$ cat config.mk
export PLATFORM = sky130hd
export DESIGN_NAME = sdrio_tx_sequencer_flat
export DESIGN_NICKNAME = d
export VERILOG_FILES = /design/src/rtl/sdrio_tx_sequencer_pkg.sv /design/src/rtl/sdrio_tx_sequencer_if.sv /design/src/rtl/sdrio_tx_sequencer_phase_gen.sv /design/src/rtl/sdrio_tx_sequencer.sv /design/src/flat_wrapper.sv
export SDC_FILE = /design/constraint.sdc
export NUM_CORES = 1
export LEC_CHECK = 0
export ABC_CLOCK_PERIOD_IN_PS = 4200
export CORE_MARGIN = 1
export CORE_UTILIZATION = 54
export CTS_CLUSTER_SIZE = 16
export DETAILED_ROUTE_END_ITERATION = 8
export GPL_ROUTABILITY_DRIVEN = 0
export GPL_TIMING_DRIVEN = 0
export PLACE_DENSITY = 0.81
export SYNTH_ARGS = -nofsm -noshare
export SYNTH_HDL_FRONTEND = slang
export SYNTH_HIERARCHICAL = 1
export SYNTH_SLANG_ARGS = --single-unit
$ cat constraint.sdc
create_clock -name geclk_ol -period 4.2 [get_ports geclk_ol]
set_input_delay 0.63 -clock geclk_ol [delete_from_list [all_inputs] [get_ports geclk_ol]]
set_output_delay 0.63 -clock geclk_ol [all_outputs]
set_load 0.01 [all_outputs]
$ cat src/rtl/sdrio_tx_sequencer_pkg.sv
// Shared encodings and constants for the SDR I/O lane transmit sequencer.
package sdrio_seq_pkg;
  typedef enum logic [1:0] {
    IDLE  = 2'd0,
    PRE   = 2'd1,
    BURST = 2'd2,
    POST  = 2'd3
  } seq_state_e;

  localparam int RATIO = 4;
  localparam int CNT_W = 2;

  localparam logic [RATIO-1:0] OEN_DRIVE = 4'hF;
  localparam logic [RATIO-1:0] OEN_OFF   = 4'h0;
endpackage

$ cat src/rtl/sdrio_tx_sequencer_if.sv
// Fabric write-frame handshake between the PHY write path and the sequencer.
interface sdrio_tx_sequencer_if;
  logic wr_valid;
  logic wr_last;
  logic wr_ready;

  modport master (output wr_valid, output wr_last, input wr_ready);
  modport slave  (input wr_valid, input wr_last, output wr_ready);
endinterface

$ cat src/rtl/sdrio_tx_sequencer_phase_gen.sv
// Frame phase counter, programmable update strobe and bit-slip guard timer.
module sdrio_phase_gen
  import sdrio_seq_pkg::*;
#(
  parameter int UPD_PHASE_RST = 2,
  parameter int SLIP_GUARD    = 4
) (
  input  logic             geclk_ol,
  input  logic             rst,
  input  logic [CNT_W-1:0] cfg_upd_phase,
  input  logic             idle,
  input  logic             align_req,
  output logic             slip_acc,
  output logic             align_busy,
  output logic             align_done,
  output logic             align_rej,
  output logic [1:0]       slip_cnt,
  output logic             upd_strobe
);
  localparam int GW = $clog2(SLIP_GUARD + 1);

  logic [CNT_W-1:0] cnt;
  logic [CNT_W-1:0] phase_r;
  logic             hold_r;
  logic [GW-1:0]    guard;

  assign align_busy = (guard != '0);
  assign slip_acc   = align_req && idle && !align_busy;

  always_ff @(posedge geclk_ol or posedge rst) begin
    if (rst) begin
      cnt        <= '0;
      phase_r    <= CNT_W'(UPD_PHASE_RST);
      hold_r     <= 1'b0;
      guard      <= '0;
      slip_cnt   <= '0;
      align_done <= 1'b0;
      align_rej  <= 1'b0;
      upd_strobe <= 1'b0;
    end else begin
      hold_r <= slip_acc;
      if (!hold_r) cnt <= cnt + CNT_W'(1);
      // The held count repeats once; gating the hold cycle keeps one strobe per frame.
      upd_strobe <= (cnt == phase_r) && !hold_r;
      if (idle && !align_busy) phase_r <= cfg_upd_phase;
      if (slip_acc) begin
        guard    <= GW'(SLIP_GUARD);
        slip_cnt <= slip_cnt + 2'd1;
      end else if (align_busy) begin
        guard <= guard - GW'(1);
      end
      align_done <= (guard == GW'(1));
      align_rej  <= align_req && !slip_acc;
    end
  end
endmodule

$ cat src/rtl/sdrio_tx_sequencer.sv
// Write-burst sequencer for one SDR I/O lane: update strobe, bit slip, OE framing.
module sdrio_tx_sequencer
  import sdrio_seq_pkg::*;
#(
  parameter int UPD_PHASE_RST = 2,
  parameter int PRE_FRAMES    = 1,
  parameter int POST_FRAMES   = 1,
  parameter int SLIP_GUARD    = 4
) (
  input  logic                 geclk_ol,
  input  logic                 rst,
  input  logic [CNT_W-1:0]     cfg_upd_phase,
  input  logic                 align_req,
  output logic                 align_busy,
  output logic                 align_done,
  output logic                 align_rej,
  output logic [1:0]           slip_cnt,
  output logic                 upd_strobe,
  sdrio_tx_sequencer_if.slave  wr,
  output logic [RATIO-1:0]     oen_t,
  output logic                 underrun,
  output logic [1:0]           state
);
  seq_state_e st;
  logic [1:0] pre_cnt;
  logic [1:0] post_cnt;
  logic       slip_acc;

  sdrio_phase_gen #(
    .UPD_PHASE_RST (UPD_PHASE_RST),
    .SLIP_GUARD    (SLIP_GUARD)
  ) u_phase (
    .geclk_ol      (geclk_ol),
    .rst           (rst),
    .cfg_upd_phase (cfg_upd_phase),
    .idle          (st == IDLE),
    .align_req     (align_req),
    .slip_acc      (slip_acc),
    .align_busy    (align_busy),
    .align_done    (align_done),
    .align_rej     (align_rej),
    .slip_cnt      (slip_cnt),
    .upd_strobe    (upd_strobe)
  );

  assign state       = st;
  assign wr.wr_ready = upd_strobe && (st == BURST);

  always_ff @(posedge geclk_ol or posedge rst) begin
    if (rst) begin
      st       <= IDLE;
      oen_t    <= OEN_OFF;
      pre_cnt  <= '0;
      post_cnt <= '0;
      underrun <= 1'b0;
    end else begin
      underrun <= 1'b0;
      if (upd_strobe) begin
        case (st)
          IDLE: begin
            // A slip accepted on this same strobe takes priority over starting a burst.
            if (wr.wr_valid && !align_busy && !slip_acc) begin
              st      <= PRE;
              oen_t   <= OEN_DRIVE;
              pre_cnt <= 2'(PRE_FRAMES - 1);
            end
          end
          PRE: begin
            if (pre_cnt == '0) st <= BURST;
            else               pre_cnt <= pre_cnt - 2'd1;
          end
          BURST: begin
            if (!wr.wr_valid) begin
              st       <= POST;
              post_cnt <= 2'(POST_FRAMES - 1);
              underrun <= 1'b1;
            end else if (wr.wr_last) begin
              st       <= POST;
              post_cnt <= 2'(POST_FRAMES - 1);
            end
          end
          POST: begin
            if (post_cnt != '0) begin
              post_cnt <= post_cnt - 2'd1;
            end else if (wr.wr_valid) begin
              st <= BURST;
            end else begin
              st    <= IDLE;
              oen_t <= OEN_OFF;
            end
          end
          default: st <= IDLE;
        endcase
      end
    end
  end
endmodule

$ cat src/flat_wrapper.sv
// flat-port wrapper written by rule: the top's interface ports become plain ports
module sdrio_tx_sequencer_flat import sdrio_seq_pkg::*;
#(
  parameter int UPD_PHASE_RST = 2,
  parameter int PRE_FRAMES    = 1,
  parameter int POST_FRAMES   = 1,
  parameter int SLIP_GUARD    = 4
)
  (geclk_ol, rst, cfg_upd_phase, align_req, align_busy, align_done, align_rej, slip_cnt, upd_strobe, oen_t, underrun, state, wr_wr_valid, wr_wr_last, wr_wr_ready);
  sdrio_tx_sequencer_if wr_i ();
  input  logic geclk_ol;
  input  logic rst;
  input  logic [CNT_W-1:0] cfg_upd_phase;
  input  logic align_req;
  output logic align_busy;
  output logic align_done;
  output logic align_rej;
  output logic [1:0] slip_cnt;
  output logic upd_strobe;
  output logic [RATIO-1:0] oen_t;
  output logic underrun;
  output logic [1:0] state;
  input wire logic [$bits(wr_i.wr_valid)-1:0] wr_wr_valid;
  input wire logic [$bits(wr_i.wr_last)-1:0] wr_wr_last;
  output wire logic [$bits(wr_i.wr_ready)-1:0] wr_wr_ready;
  assign wr_i.wr_valid = wr_wr_valid;
  assign wr_i.wr_last = wr_wr_last;
  assign wr_wr_ready = wr_i.wr_ready;
  sdrio_tx_sequencer #(.UPD_PHASE_RST(UPD_PHASE_RST), .PRE_FRAMES(PRE_FRAMES), .POST_FRAMES(POST_FRAMES), .SLIP_GUARD(SLIP_GUARD)) u_core (.geclk_ol(geclk_ol), .rst(rst), .cfg_upd_phase(cfg_upd_phase), .align_req(align_req), .align_busy(align_busy), .align_done(align_done), .align_rej(align_rej), .slip_cnt(slip_cnt), .upd_strobe(upd_strobe), .wr(wr_i), .oen_t(oen_t), .underrun(underrun), .state(state));
endmodule
==> results of run 1 <==
[metrics by stage]
step	power, W	hold slack [ns]	utilization	setup WS [ns]
3_5_place_dp	0.0008237	0.4707	0.7278	1.982
3_3_place_gp	0.0008043	0.4623	0.7278	2.017
6_report	0.0009193	0.4928	0.7431	1.596
4_1_cts	0.0009238	0.4898	0.7431	1.605
2_1_floorplan	0.0006715	0.4457	-	2.548
5_1_grt	0.001002	0.5135	0.7431	1.512
[cells by family (layout without fill, tap and decap cells)]
kind of cell | Yosys count | in the layout | share of synthesized area
compound gates | 18 | 18 | 0.1147
simple gates | 29 | 29 | 0.1669
xor+xnor | 6 | 6 | 0.04867
flops | 21 | 21 | 0.4878
fa+ha+maj | 5 | 5 | 0.05794
mux | 3 | 3 | 0.03708
buf+inv | 18 | 42 | 0.08691
[Yosys cell counts]
| library cell | number | area (um^2) |
|---|---|---|
| dfrtp_1 | 20 | 500.5 |
| inv_1 | 12 | 45.04 |
| buf_4 | 5 | 37.54 |
| ha_1 | 5 | 62.56 |
| a21oi_1 | 4 | 20.02 |
| nand3_1 | 4 | 20.02 |
| nor2_1 | 4 | 15.01 |
| o21ai_0 | 4 | 20.02 |
| xnor2_1 | 4 | 35.03 |
| a22o_1 | 3 | 26.28 |
| nand2_1 | 3 | 11.26 |
| nand2b_1 | 3 | 18.77 |
| nor2b_1 | 3 | 18.77 |
| mux2_4 | 2 | 30.03 |
| nor3_1 | 2 | 10.01 |
| o2bb2ai_1 | 2 | 17.52 |
| xor2_1 | 2 | 17.52 |
| a31o_1 | 1 | 8.760 |
| and2_1 | 1 | 6.260 |
| and3_1 | 1 | 6.260 |
| and4bb_2 | 1 | 12.51 |
| buf_6 | 1 | 11.26 |
| dfstp_2 | 1 | 26.28 |
| mux2i_1 | 1 | 10.01 |
| nand2_2 | 1 | 6.260 |
| nand2_4 | 1 | 11.26 |
| nand3b_1 | 1 | 7.510 |
| nand4_1 | 1 | 6.260 |
| nor2b_2 | 1 | 8.760 |
| nor3b_2 | 1 | 12.51 |
| nor4b_1 | 1 | 8.760 |
| o2111ai_1 | 1 | 8.760 |
| o21ai_1 | 1 | 5.000 |
| o31ai_1 | 1 | 7.510 |
| o32a_1 | 1 | 10.01 |
[flip-flops by register name, summed over array words and instances (netlist names)]
| signal | count |
|---|---|
| u_core/u_phase/guard | 3 |
| u_core/post_cnt | 2 |
| u_core/pre_cnt | 2 |
| u_core/state | 2 |
| u_core/u_phase/cnt | 2 |
| u_core/u_phase/phase_r | 2 |
| u_core/u_phase/slip_cnt | 2 |
| u_core/oen_t | 1 |
| u_core/u_phase/align_done | 1 |
| u_core/u_phase/align_rej | 1 |
| u_core/u_phase/hold_r | 1 |
| u_core/u_phase/upd_strobe | 1 |
| u_core/underrun | 1 |
[area by class of cell]
type	count	area, um^2
Multi-Input combinational cell	61	459.2
Buffer	6	48.80
Clock inverter	1	5.005
Sequential cell	21	526.8
Fill cell	146	462.9
Clock buffer	3	22.52
Inverter	12	45.04
Timing Repair Buffer	20	200.2
Tap cell	25	31.28
[how the worst max path moves through the flow]
| stage | from | endpoint | slack (ns) | depth (start not counted) |
|---|---|---|---|---|
| detailed placement | u_core/u_phase/guard[0]$_DFFE_PP0P_ | align_busy | 1.98 | 6 |
| floorplan | u_core/u_phase/guard[0]$_DFFE_PP0P_ | u_core/pre_cnt[1]$_DFFE_PP0P_ | 2.55 | 9 |
| CTS | u_core/u_phase/guard[0]$_DFFE_PP0P_ | align_busy | 1.61 | 6 |
| global placement | u_core/u_phase/guard[0]$_DFFE_PP0P_ | align_busy | 2.02 | 6 |
| finish | u_core/u_phase/guard[0]$_DFFE_PP0P_ | align_busy | 1.60 | 6 |
| global route | u_core/u_phase/guard[0]$_DFFE_PP0P_ | align_busy | 1.51 | 6 |
[per-layer routing]
metal	wire length, um	share of wire	vias to the layer above	global-route usage
met4	28	0.014	0	0.08571
met3	80	0.040	4	0.07059
met2	922	0.46	17	0.3444
met5	0	0	-	0
li1	-	-	385	-
met1	960	0.48	390	0.3267
[worst max-delay path, cell delays in order (launching register included)]
cell and delay [ns]:
dfrtp_1 0.44, inv_1 0.08, ha_1 0.22, nor2b_2 0.16
buf_6 0.13, inv_1 0.09, clkdlybuf4s50_1 0.54
[power breakdown]
part	internal, W	switching, W
clock	0.0000355	0.0000619
sequential	0.000294	0.0000732
combinational	0.000241	0.000214
total	0.000571	0.000349
==> qor.yml, run 1 <==
status: "complete, no violations"
tightest_slew_ns: 0.4883
dpl.cell_count: 145
drtIter0Drc: 16
design_area_mm2: 0.001339
core_area_mm2: 0.001802
worstPathRequired_ns: 3.57
track_usage: 0.2340
die_area_mm2: 0.002182
cts_buffers: 3
htreeDepth: 1
start_util: 0.5993
hold_buffers: 0
yosysSeqAreaShare: 0.4878
netlist_area_mm2: 0.001080
drive_gt1_frac: 0.1452
power_density_mw_per_mm2: 686.6
most-common-layout-cells: "clkdlybuf4s50_1 (20), dfrtp_1 (20), inv_1 (12)"
hpwl_mm: 1.496
final_hold_viol_count: 0
path_class: "flop to primary output"
pin_count: 21
antenna_found_initial: 0
place_area_mm2: 0.001311
area_delta_synth_final_pct: 23.99
grt_first_pass_wirelength_mm: 3.491
grt_max_degree: 14
die_h_um: 46.72
path_max_fanout: 8
via_count: 796
hold_depth: 1
finClkSkew_ns: 0.003830
cts_tree: "done"
drc: 0
wl_mm: 1.992
fmax_mhz: 384.0
rsz0062_at_grt: "no"
viasPerCell: 5.342
end_kind: "primary output"
synth_cells: 100
hold_start: "u_core/u_phase/slip_cnt[1]$_DFFE_PP0P_"
clockRootBuffer: "clkbuf_4"
synth_nets: 112
fin_crit_sh: 0.6200
drt.antenna.violating_nets: 0
synth-seq-cells: 21
clk_latency_ns: 0.30
std_cell_rows: 15
num_antenna_cells: 0
post_cts_buffers: 0
rr_worst_depth: 9
port_buffers: 20
maxSlewViolCount: 0
first_pass_iters: 5
post_cts_resized: 0
min_to: "u_core/u_phase/slip_cnt[1]$_DFFE_PP0P_"
ys.warnings.count: 6
arrival_ns: 1.97
cap_viol_max_count: 0
syn_avg_cell_area_um2: 10.80
fin_cells: 149
vdd_ir_drop_max_mv: 0.3715
startpoint_type: "flop"
power_leakage_nw: 0.6266
clk_pin_slew_ns: 0.12
period_needed_ns: 2.604
r2r-end: "u_core/pre_cnt[1]$_DFFE_PP0P_"
slew_headroom: 0.6741
r2r_start: "u_core/u_phase/guard[0]$_DFFE_PP0P_"
r2r_slack_ns: 2.28
wl_per_cell_um: 13.37
synth_cell_types: 35
tns_ns: 0
setup_violations: 0
holdCritPathClass: "flop to flop"
cts_buffer_depth: 2
cts_sinks: 21
die_w_um: 46.72
grt_pass1_vias: 771
grt_overflow: 0
nets: 137
Note: power is estimated with default switching activity, not from simulation.
==> inputs of run 2 (changes only) <==
--- a/config.mk
+++ b/config.mk
@@ -5,14 +5,14 @@
 export SDC_FILE = /design/constraint.sdc
 export NUM_CORES = 1
 export LEC_CHECK = 0
-export ABC_CLOCK_PERIOD_IN_PS = 4200
+export ABC_CLOCK_PERIOD_IN_PS = 2300
 export CORE_MARGIN = 1
-export CORE_UTILIZATION = 54
+export CORE_UTILIZATION = 45
 export CTS_CLUSTER_SIZE = 16
 export DETAILED_ROUTE_END_ITERATION = 8
 export GPL_ROUTABILITY_DRIVEN = 0
 export GPL_TIMING_DRIVEN = 0
-export PLACE_DENSITY = 0.81
+export PLACE_DENSITY = 0.72
 export SYNTH_ARGS = -nofsm -noshare
 export SYNTH_HDL_FRONTEND = slang
 export SYNTH_HIERARCHICAL = 1
==> constraint.sdc (replaced) <==
create_clock -name geclk_ol -period 2.3 [get_ports geclk_ol]
set_input_delay 0.345 -clock geclk_ol [delete_from_list [all_inputs] [get_ports geclk_ol]]
set_output_delay 0.345 -clock geclk_ol [all_outputs]
set_load 0.01 [all_outputs]
==> qor.yml, run 2 (same netlist as run 1, synthesis figures left out) <==
drt.antenna.violating_nets: 0
cts_buffer_depth: 2
met2_usage: 0.2785
first_pass_iters: 4
hold_buffers: 0
period_needed_ns: 1.940
layout_setup_ws_ns: 0.3600
grt_pass1_vias: 739
wl_per_cell_um: 12.39
finClkSkew_ns: 0.001861
end_kind: "primary output"
std_cell_rows: 17
maxSlewViolCount: 0
tightest_slew_ns: 0.4896
clk_latency_ns: 0.30
die_w_um: 50.99
slew_headroom: 0.6732
cts_tree: "done"
cts_sinks: 21
vdd_ir_drop_max_mv: 0.8708
startpoint_type: "flop"
area_delta_synth_final_pct: 25.84
clockRootBuffer: "clkbuf_4"
die_h_um: 50.99
use_met3: 0.03274
antenna_found_initial: 0
port_buffers: 20
place_area_mm2: 0.001315
viasPerCell: 5.149
core_area_mm2: 0.002233
power_leakage_nw: 0.6366
fillCellCount: 192
clk_pin_slew_ns: 0.12
path_max_fanout: 9
most-common-layout-cells: "dfrtp_1 (20), clkdlybuf4s50_1 (19), inv_1 (12)"
die_area_mm2: 0.002599
pin_count: 21
slowest_stage: "clkdlybuf4s50_1"
final_common_cell: "dfrtp_1"
grt_max_degree: 14
path_class: "flop to primary output"
grt_overflow: 0
path_cells: "buf_4, nand2_2, nor2_1, clkdlybuf4s50_1"
largest-register: "u_core/u_phase/guard"
drtIter0Drc: 9
rsz0062_at_grt: "no"
nets: 139
worstPathRequired_ns: 1.96
final_hold_viol_count: 0
status: "complete, no violations"
tns_ns: 0
cts_buffers: 3
largest_reg_flops: 3
start_util: 0.4835
htreeDepth: 1
grt_first_pass_wirelength_mm: 3.284
cap_viol_max_count: 0
setup_violations: 0
busiest_layer: "met2"
hpwl_mm: 1.415
design_area_mm2: 0.001359
use_met1: 0.2162
drive_gt1_frac: 0.1508
drc: 0
wl_mm: 1.908
max_stage_delay_ns: 0.54
fin_crit_sh: 0.8435
holdCritPathClass: "primary input to asynchronous set/reset pin"
pre_cts_slack_ns: 0.3983
arrival_ns: 1.60
via_count: 793
track_usage: 0.1709
fmax_mhz: 515.5
power_density_mw_per_mm2: 1246
num_antenna_cells: 0
==> run 2: power breakdown <==
part           internal [W]  switching, W
clock             0.0000675      0.000110
sequential         0.000536      0.000130
combinational      0.000458      0.000391
==> run 2: path summary, 6_finish.rpt <==
check	startpoint	to	slack, ns	cells after the start
max	u_core/state[1]$_DFFE_PP0P_	wr_wr_ready	0.36	4
max reg2reg	u_core/u_phase/guard[0]$_DFFE_PP0P_	u_core/pre_cnt[1]$_DFFE_PP0P_	0.43	9
min	rst	u_core/state[1]$_DFFE_PP0P_	0.32	2
min reg2reg	u_core/u_phase/slip_cnt[1]$_DFFE_PP0P_	u_core/u_phase/slip_cnt[1]$_DFFE_PP0P_	0.48	1
min in group geclk_ol	u_core/u_phase/slip_cnt[1]$_DFFE_PP0P_	u_core/u_phase/slip_cnt[1]$_DFFE_PP0P_	0.48	1
max in group asynchronous	rst	u_core/u_phase/phase_r[1]$_DFFE_PP1P_	1.56	2
==> run 2: area by class of cell <==
| type | instances | area (um^2) | area share |
|---|---|---|---|
| flip-flops and latches | 21 | 526.8 | 0.3877 |
| multi-input cells | 61 | 459.2 | 0.3379 |
| repair buffers | 22 | 217.7 | 0.1602 |
| plain buffers | 6 | 48.80 | 0.03591 |
| inverters | 12 | 45.04 | 0.03315 |
| well taps | 28 | 35.03 | 0.02578 |
| clock buffers | 4 | 26.28 | 0.01934 |
==> run 2: layer usage <==
layer | vias up | routed length (um)
met5 | - | 0
li1 | 387 | -
met4 | 0 | 11
met2 | 16 | 942
met1 | 388 | 890
met3 | 2 | 63
==> run 2: per-stage QoR <==
stage          hold slack (ns)  power, W  instances  utilization
2_1_floorplan           0.1607  0.001226        100            -
3_3_place_gp            0.4659  0.001473        148       0.5888
3_5_place_dp            0.4666  0.001498        148       0.5888
4_1_cts                 0.3197  0.001682        152       0.6006
5_1_grt                 0.3458  0.001829        154       0.6084
6_report                0.3179  0.001693        154       0.6084
==> run 2: timing repair <==
item / 4_1_cts / 5_1_grt
hold endpoints to repair: 0 / 0
resized for setup: 0 / 1
buffers inserted: 0 / 2
setup endpoints to repair: 0 / 1
==> run 2: critical path, delay by kind of cell, from the launching register on <==
kind | cells | cell delay, ns
buf+inv | 2 | 0.71
flops | 1 | 0.37
simple gates | 2 | 0.21
==> inputs of run 3 (changes only) <==
--- a/config.mk
+++ b/config.mk
@@ -5,14 +5,14 @@
 export SDC_FILE = /design/constraint.sdc
 export NUM_CORES = 1
 export LEC_CHECK = 0
-export ABC_CLOCK_PERIOD_IN_PS = 2300
+export ABC_CLOCK_PERIOD_IN_PS = 1900
 export CORE_MARGIN = 1
-export CORE_UTILIZATION = 45
+export CORE_UTILIZATION = 50
 export CTS_CLUSTER_SIZE = 16
 export DETAILED_ROUTE_END_ITERATION = 8
 export GPL_ROUTABILITY_DRIVEN = 0
 export GPL_TIMING_DRIVEN = 0
-export PLACE_DENSITY = 0.72
+export PLACE_DENSITY = 0.75
 export SYNTH_ARGS = -nofsm -noshare
 export SYNTH_HDL_FRONTEND = slang
 export SYNTH_HIERARCHICAL = 1
==> constraint.sdc (replaced) <==
create_clock -name geclk_ol -period 1.9 [get_ports geclk_ol]
set_input_delay 0.285 -clock geclk_ol [delete_from_list [all_inputs] [get_ports geclk_ol]]
set_output_delay 0.285 -clock geclk_ol [all_outputs]
set_load 0.01 [all_outputs]
==> qor.yml, run 3 (same netlist as run 1, synthesis figures left out) <==
power_density_mw_per_mm2: 1506
antenna_found_initial: 0
area_delta_synth_final_pct: 27.35
viasPerCell: 5.065
period_needed_ns: 1.806
die_area_mm2: 0.002349
fillCellCount: 160
slew_headroom: 0.6767
cap_viol_max_count: 0
die_h_um: 48.47
startpoint_type: "flop"
pre_cts_slack_ns: 0.06001
final_hold_viol_count: 0
via_count: 785
hpwl_mm: 1.435
finClkSkew_ns: 0.0009889
die_w_um: 48.47
path_max_fanout: 4
vdd_ir_drop_max_mv: 1.046
pin_count: 21
std_cell_rows: 16
clockRootBuffer: "clkbuf_4"
status: "complete, no violations"
drive_gt1_frac: 0.1875
most-common-layout-cells: "dfrtp_1 (19), clkdlybuf4s50_1 (18), inv_1 (11)"
fin_util: 0.6869
fin_crit_sh: 0.9504
tightest_slew_ns: 0.4845
nets: 141
grt_overflow: 0
cts_buffers: 3
fin_cells: 155
track_usage: 0.1852
final_common_cell: "dfrtp_1"
path_class: "flop to primary output"
cts_sinks: 21
layout_setup_ws_ns: 0.09421
drt.antenna.violating_nets: 0
core_area_mm2: 0.002002
r2r_start: "u_core/u_phase/guard[1]$_DFFE_PP0P_"
htreeDepth: 1
fmax_mhz: 553.8
power_leakage_nw: 0.6569
holdCritPathClass: "primary input to asynchronous set/reset pin"
r2r_slack_ns: 0.15
cts_tree: "done"
setup_violations: 0
end_kind: "primary output"
drtIter0Drc: 10
start_util: 0.5394
largest_reg_flops: 3
drc: 0
wl_per_cell_um: 12.12
arrival_ns: 1.52
clk_latency_ns: 0.29
dpl.cell_count: 147
cts_buffer_depth: 2
largest-register: "u_core/u_phase/guard"
grt_max_degree: 14
r2r-end: "u_core/pre_cnt[1]$_DFFE_PP0P_"
maxSlewViolCount: 0
wl_mm: 1.878
rr_worst_depth: 9
num_antenna_cells: 0
grt_first_pass_wirelength_mm: 3.353
clk_pin_slew_ns: 0.11
grt_pass1_vias: 790
port_buffers: 20
worstPathRequired_ns: 1.62
first_pass_iters: 4
run 3: cell types whose count changed in the layout (fill, tap and decap cells not counted):
cell / delta
buf_4: +2
ha_2: +1
inv_1: -1
dfrtp_2: +1
ha_1: -1
clkdlybuf4s50_1: -1
dfrtp_1: -1
dlygate4sd2_1: +1
inv_2: +1
run 3: cell type report:
| cell class | count | area, um^2 | share of cell area |
|---|---|---|---|
| Sequential cell | 21 | 528.0 | 0.3840 |
| Multi-Input combinational cell | 61 | 461.7 | 0.3358 |
| Timing Repair Buffer | 24 | 231.5 | 0.1683 |
| Inverter | 12 | 45.04 | 0.03276 |
| Buffer | 6 | 48.80 | 0.03549 |
| Clock buffer | 4 | 26.28 | 0.01911 |
| Tap cell | 27 | 33.78 | 0.02457 |
run 3: how the worst max path moves through the flow:
stage                                        startpoint                       endpoint  cells after the start
floorplan           u_core/u_phase/guard[0]$_DFFE_PP0P_  u_core/pre_cnt[1]$_DFFE_PP0P_                      9
finish              u_core/u_phase/guard[0]$_DFFE_PP0P_                     align_busy                      6
global placement    u_core/u_phase/guard[0]$_DFFE_PP0P_  u_core/pre_cnt[1]$_DFFE_PP0P_                      9
CTS                 u_core/u_phase/guard[1]$_DFFE_PP0P_                     align_busy                      6
global route        u_core/u_phase/guard[0]$_DFFE_PP0P_                     align_busy                      6
detailed placement  u_core/u_phase/guard[0]$_DFFE_PP0P_                     align_busy                      6
run 3: per-stage QoR:
stage,hold slack [ns],total power [W],setup TNS (ns),cell area (um^2)
floorplan,0.1007,0.001484,0,1080
global placement,0.4636,0.001779,0,1314
detailed placement,0.4826,0.001828,0,1314
CTS,0.2556,0.002046,0,1346
global route,0.2935,0.002251,-0.002208,1375
finish,0.2602,0.002071,0,1375
run 3: power breakdown:
part	internal (W)	total, W	switching, W	leakage (nW)
sequential	0.000651	0.000806	0.000155	0.254
combinational	0.000578	0.00106	0.000484	0.388
clock	0.0000815	0.000202	0.000121	0.0150
total	0.00131	0.00207	0.000760	0.657
run 3: what timing repair did:
item                                    CTS  global route
hold buffers                              0             0
endpoints found under the setup margin    1             4
gates resized for setup                   1             4
setup buffers                             1             3
gates cloned                              0             0
run 3: layer usage:
metal	up-vias	part of all wire	GRT usage
met4	0	0.012	0.09804
met5	-	0	0
met3	2	0.037	0.01887
li1	393	-	-
met2	18	0.49	0.3169
met1	372	0.46	0.2314
run 3: critical path, stage by stage, from the launching register on:
cell and delay, ns:
dfrtp_1 0.39, inv_1 0.08, ha_2 0.17, nor2b_2 0.15, buf_6 0.11, inv_1 0.05, dlygate4sd2_1 0.28
==> RTL change 1: new RTL, flow settings as in run 3 <==
`SLIP_GUARD` is set to 4 in 3 places; all go to 2.
--- a/src/rtl/sdrio_tx_sequencer_phase_gen.sv
+++ b/src/rtl/sdrio_tx_sequencer_phase_gen.sv
@@ -5,3 +5,3 @@
   parameter int UPD_PHASE_RST = 2,
-  parameter int SLIP_GUARD    = 4
+  parameter int SLIP_GUARD    = 2
 ) (
--- a/src/rtl/sdrio_tx_sequencer.sv
+++ b/src/rtl/sdrio_tx_sequencer.sv
@@ -7,3 +7,3 @@
   parameter int POST_FRAMES   = 1,
-  parameter int SLIP_GUARD    = 4
+  parameter int SLIP_GUARD    = 2
 ) (
--- a/src/flat_wrapper.sv
+++ b/src/flat_wrapper.sv
@@ -6,3 +6,3 @@
   parameter int POST_FRAMES   = 1,
-  parameter int SLIP_GUARD    = 4
+  parameter int SLIP_GUARD    = 2
 )
Behaviour: not the same (a bounded check fails within 4 cycles, from zero or initial values and one cycle with rst high).
==> RTL change 1 against run 3 <==
- cell area shrank 8.2%
- final cell count shrank 12%
- die area shrank 7.8%
- power shrank 6.3%
- sequential cell count shrank 1
- routed wire length shrank 1.4%
- setup slack gained 100 ps
- area after synthesis shrank 8.1%
- critical path depth shrank 2
==> RTL change 1: results (changes against run 3) <==
status=completed; H-tree levels=1 (unchanged); library cells used by synthesis=34 (-2.9%); clock skew=7.95 ps (+6.96 ps); initial antenna violation count=0 (unchanged); global-route wire length before repair=3030 microns (-9.7%); Port-buffer cells=20 (unchanged); largest net degree at the start of global routing=13 (-1); sequential area share after synthesis=50.6% (+1.8 points); yosys warns=6 (unchanged); DRT Wirelength=1850 microns (-1.4%); Clk Latency, worst-skew pair=290 ps (about the same); Worst-path clk slew=110 ps (about the same); vias in the first global route=692 (-12%); delay-heaviest family, CP=buffers and inverters; slowest stage cell, crit path=dfrtp_1; Vias/cell=5.31 (+4.8%); share of cells above drive strength 1=15.2% (-3.6 points); final net count=124 (-12%); relative slew slack=69.3% (+1.7 points); CTS Buffer Depth=2 (unchanged); CP max stage delay=420 ps (+30 ps); commonest cells in the netlist=dfrtp_1 (19), inv_1 (11), a21oi_1 (4), buf_4 (4), ha_1 (4); root buffer cell=clkbuf_4; Area contributors post-synth=dfrtp_1 (48%), ha_1 (5.0%), inv_1 (4.2%), buf_4 (3.0%), dfstp_2 (2.6%); Hold Crit Class=in -> async; DP HPWL=1420 microns (-1.1%); First DRT Iteration DRCs=8 (-2); asr flop ratio synth=100% (unchanged); Crit Path Max Fanout=5 (+1); fillcell total=147 (-8.1%); Total Routing Usage GR=19.9% (+1.4 points); leak pwr=0.000590 uW (-10%); ant diodes=0 (unchanged); TritonRoute pass-1 iters=4 (unchanged); Peak VDD IR=0.943 mV (-9.8%); Syn Nets=99 (-12%); CTS Buf Count=3 (unchanged)
[RTL change 1: changes by cell type after synthesis, sizes merged, moves of 2 or more]
cell	run 3	this run
nand3	4	0
nor2b	4	2
nand2	5	3
o21ai	5	3
[RTL change 1: layout make-up]
| class | instances | share of cell area (%) |
|---|---|---|
| plain buffers | 5 | 3.27 |
| repair buffers | 20 | 16.0 |
| well taps | 25 | 2.48 |
| clock buffers | 4 | 2.87 |
| inverters | 11 | 3.27 |
| multi-input cells | 52 | 32.3 |
| flip-flops and latches | 20 | 39.8 |
[RTL change 1: final timing paths]
| kind | end | slack (ps) | start | cells after the start |
|---|---|---|---|---|
| min in group geclk_ol | u_core/u_phase/slip_cnt[1] | 480 | u_core/u_phase/slip_cnt[1] | 1 |
| min | u_core/pre_cnt[0] | 250 | rst | 2 |
| max in group asynchronous | u_core/u_phase/phase_r[1] | 1230 | rst | 2 |
| min reg2reg | u_core/u_phase/slip_cnt[1] | 480 | u_core/u_phase/slip_cnt[1] | 1 |
| max | align_busy | 200 | u_core/u_phase/guard[0] | 4 |
| max reg2reg | u_core/pre_cnt[1] | 270 | u_core/u_phase/guard[0] | 6 |
[RTL change 1: report_power, final]
part	switching, uW	internal (uW)	leakage [uW]
sequential	146	622	0.000240
combinational	445	493	0.000329
clock	119	116	0.0000210
total	709	1230	0.000590
[RTL change 1: worst reg2reg max path: stages (launching register included)]
cell,delay (ps)
dfrtp_1,390
inv_1,60
ha_1,250
and3_1,250
nor3b_2,250
o21ai_1,120
a22o_1,200
[RTL change 1: timing repair]
item	in CTS	in global routing
hold buffers	0	0
resized for setup	1	2
endpoints found under the setup margin	1	1
buffers inserted	0	0
[RTL change 1: through the flow]
stage	utilization, %	hold slack [ps]	instances	worst slack, ps	cell area, sq um
finish	70.1	254	137	199	1260
CTS	69.9	271	137	62.8	1260
detailed placement	67.9	466	133	222	1220
floorplan	-	101	88	458	992
global route	70.1	290	137	124	1260
global placement	67.9	466	133	243	1220
[RTL change 1: layer usage]
metal  vias to the layer above  wire, microns  part of all wire [%]  global-route usage [%]
met2                        22            954                    52                    31.9
met5                         -              0                     0                       0
met1                       358            793                    43                    26.6
li1                        345              -                     -                       -
met3                         2             83                   4.5                    2.35
met4                         0             21                   1.1                    8.82
[RTL change 1: kinds of logic (layout without fill, tap and decap cells)]
| kind of cell | Yosys count | count (layout) | share of synthesized area, % |
|---|---|---|---|
| simple gates | 20 | 20 | 13.0 |
| flops | 20 | 20 | 50.6 |
| xor+xnor | 6 | 6 | 5.30 |
| compound gates | 17 | 17 | 12.4 |
| buf+inv | 16 | 40 | 8.32 |
| mux | 5 | 5 | 5.42 |
| fa+ha+maj | 4 | 4 | 5.04 |
==> RTL change 2: new RTL, settings of run 3 <==
Made on the original files. Reset style: synchronous (`rst`), changed in 2 clocked blocks.
--- a/src/rtl/sdrio_tx_sequencer_phase_gen.sv
+++ b/src/rtl/sdrio_tx_sequencer_phase_gen.sv
@@ -29,3 +29,3 @@
 
-  always_ff @(posedge geclk_ol or posedge rst) begin
+  always_ff @(posedge geclk_ol) begin
     if (rst) begin
--- a/src/rtl/sdrio_tx_sequencer.sv
+++ b/src/rtl/sdrio_tx_sequencer.sv
@@ -48,3 +48,3 @@
 
-  always_ff @(posedge geclk_ol or posedge rst) begin
+  always_ff @(posedge geclk_ol) begin
     if (rst) begin
Function: differs if rst is asserted again (counterexample within 4 cycles, from zero or initial values and one cycle with rst high); with rst held inactive, the same outputs for 10 cycles.
==> RTL change 2 against run 3 <==
- via count rose by 4.7%
- cell area is 6.6% lower
- routed wire length grew 0.53%
- sequential cell count unchanged
- area after synthesis shrank 6.3%
- utilization rose by 2.6 points
- count of clock-buffer cells in the layout stayed put
- register-to-register slack improved by 70 ps
- power is 34% lower
- setup slack better by 20 ps
- critical path type unchanged
- largest power group is now sequential cells
- highest routed layer is now met3
==> RTL change 2: results (changes against run 3) <==
status=completed; M3 GR Usage=6.92% (+5.0 points); xor and xnor fraction of the mapped netlist area=4.33% (-0.54 points); clock skew=10.4 ps (+9.45 ps); met2 GRT Util=32.2% (+0.53 points); compound-cell area share of the yosys netlist=14.2% (+2.7 points); ys flop type=dfxtp_1; Finished Layout Cells=157 (+1.3%); vias in the first global route=694 (-12%); sequential area share after synthesis=41.5% (-7.3 points); share of cells above drive strength 1=13.6% (-5.1 points); slowest stage cell, crit path=clkdlybuf4s50_1; Post CTS Setup Buffer Count=0 (-1); WP data arrival=1500 ps (-20 ps); met2 WL=884 microns (-3.3%); Total Routing Usage GR=19.3% (+0.75 points); fillcell total=155 (-3.1%); met1 GRT Util=23.5% (+0.37 points); Hold Crit Class=reg -> reg; Crit Path Max Fanout=10 (+6); Clk. pwr=208 uW (+3%); Vias/cell=5.24 (+3.4%); Placed Cells=153 (+4.1%); most frequent cell after synthesis=dfxtp_1; library cells used by synthesis=40 (+14%); commonest cells in the netlist=dfxtp_1 (21), inv_1 (9), nor2_1 (8); cts repair resizes=4 (+3); post-synthesis mux area share=2.97% (-0.74 points); asr flop ratio synth=0% (-100 points); Placed Area=0.00124 sq mm (-5.3%); First DRT Iteration DRCs=13 (+3); M1 wire length=876 microns (+0.81%)
## RTL change 2: cell types whose count changed after synthesis, sizes merged, moves of 3 or more
cell and delta:
dfrtp -20, nor2 +4, nand3 -3, dfxtp +21
nor3 +3, o21ai -3, a22o -3, inv -3
## RTL change 2: cell type report
| type | instances | area (sq um) | share of cell area [%] |
|---|---|---|---|
| timing repair buffer | 20 | 199 | 15.5 |
| inverter | 9 | 33.8 | 2.63 |
| multi-input combinational | 71 | 524 | 40.8 |
| buffer | 7 | 47.5 | 3.70 |
| clock buffer | 4 | 26.3 | 2.04 |
| sequential | 21 | 423 | 32.9 |
| tap | 25 | 31.3 | 2.43 |
## RTL change 2: final timing paths
kind                          from                         to  slack [ps]
min          u_core/u_phase/hold_r  u_core/u_phase/upd_strobe         440
max reg2reg        u_core/state[0]          u_core/pre_cnt[1]         220
max                u_core/state[0]                wr_wr_ready         110
min reg2reg  u_core/u_phase/hold_r  u_core/u_phase/upd_strobe         440
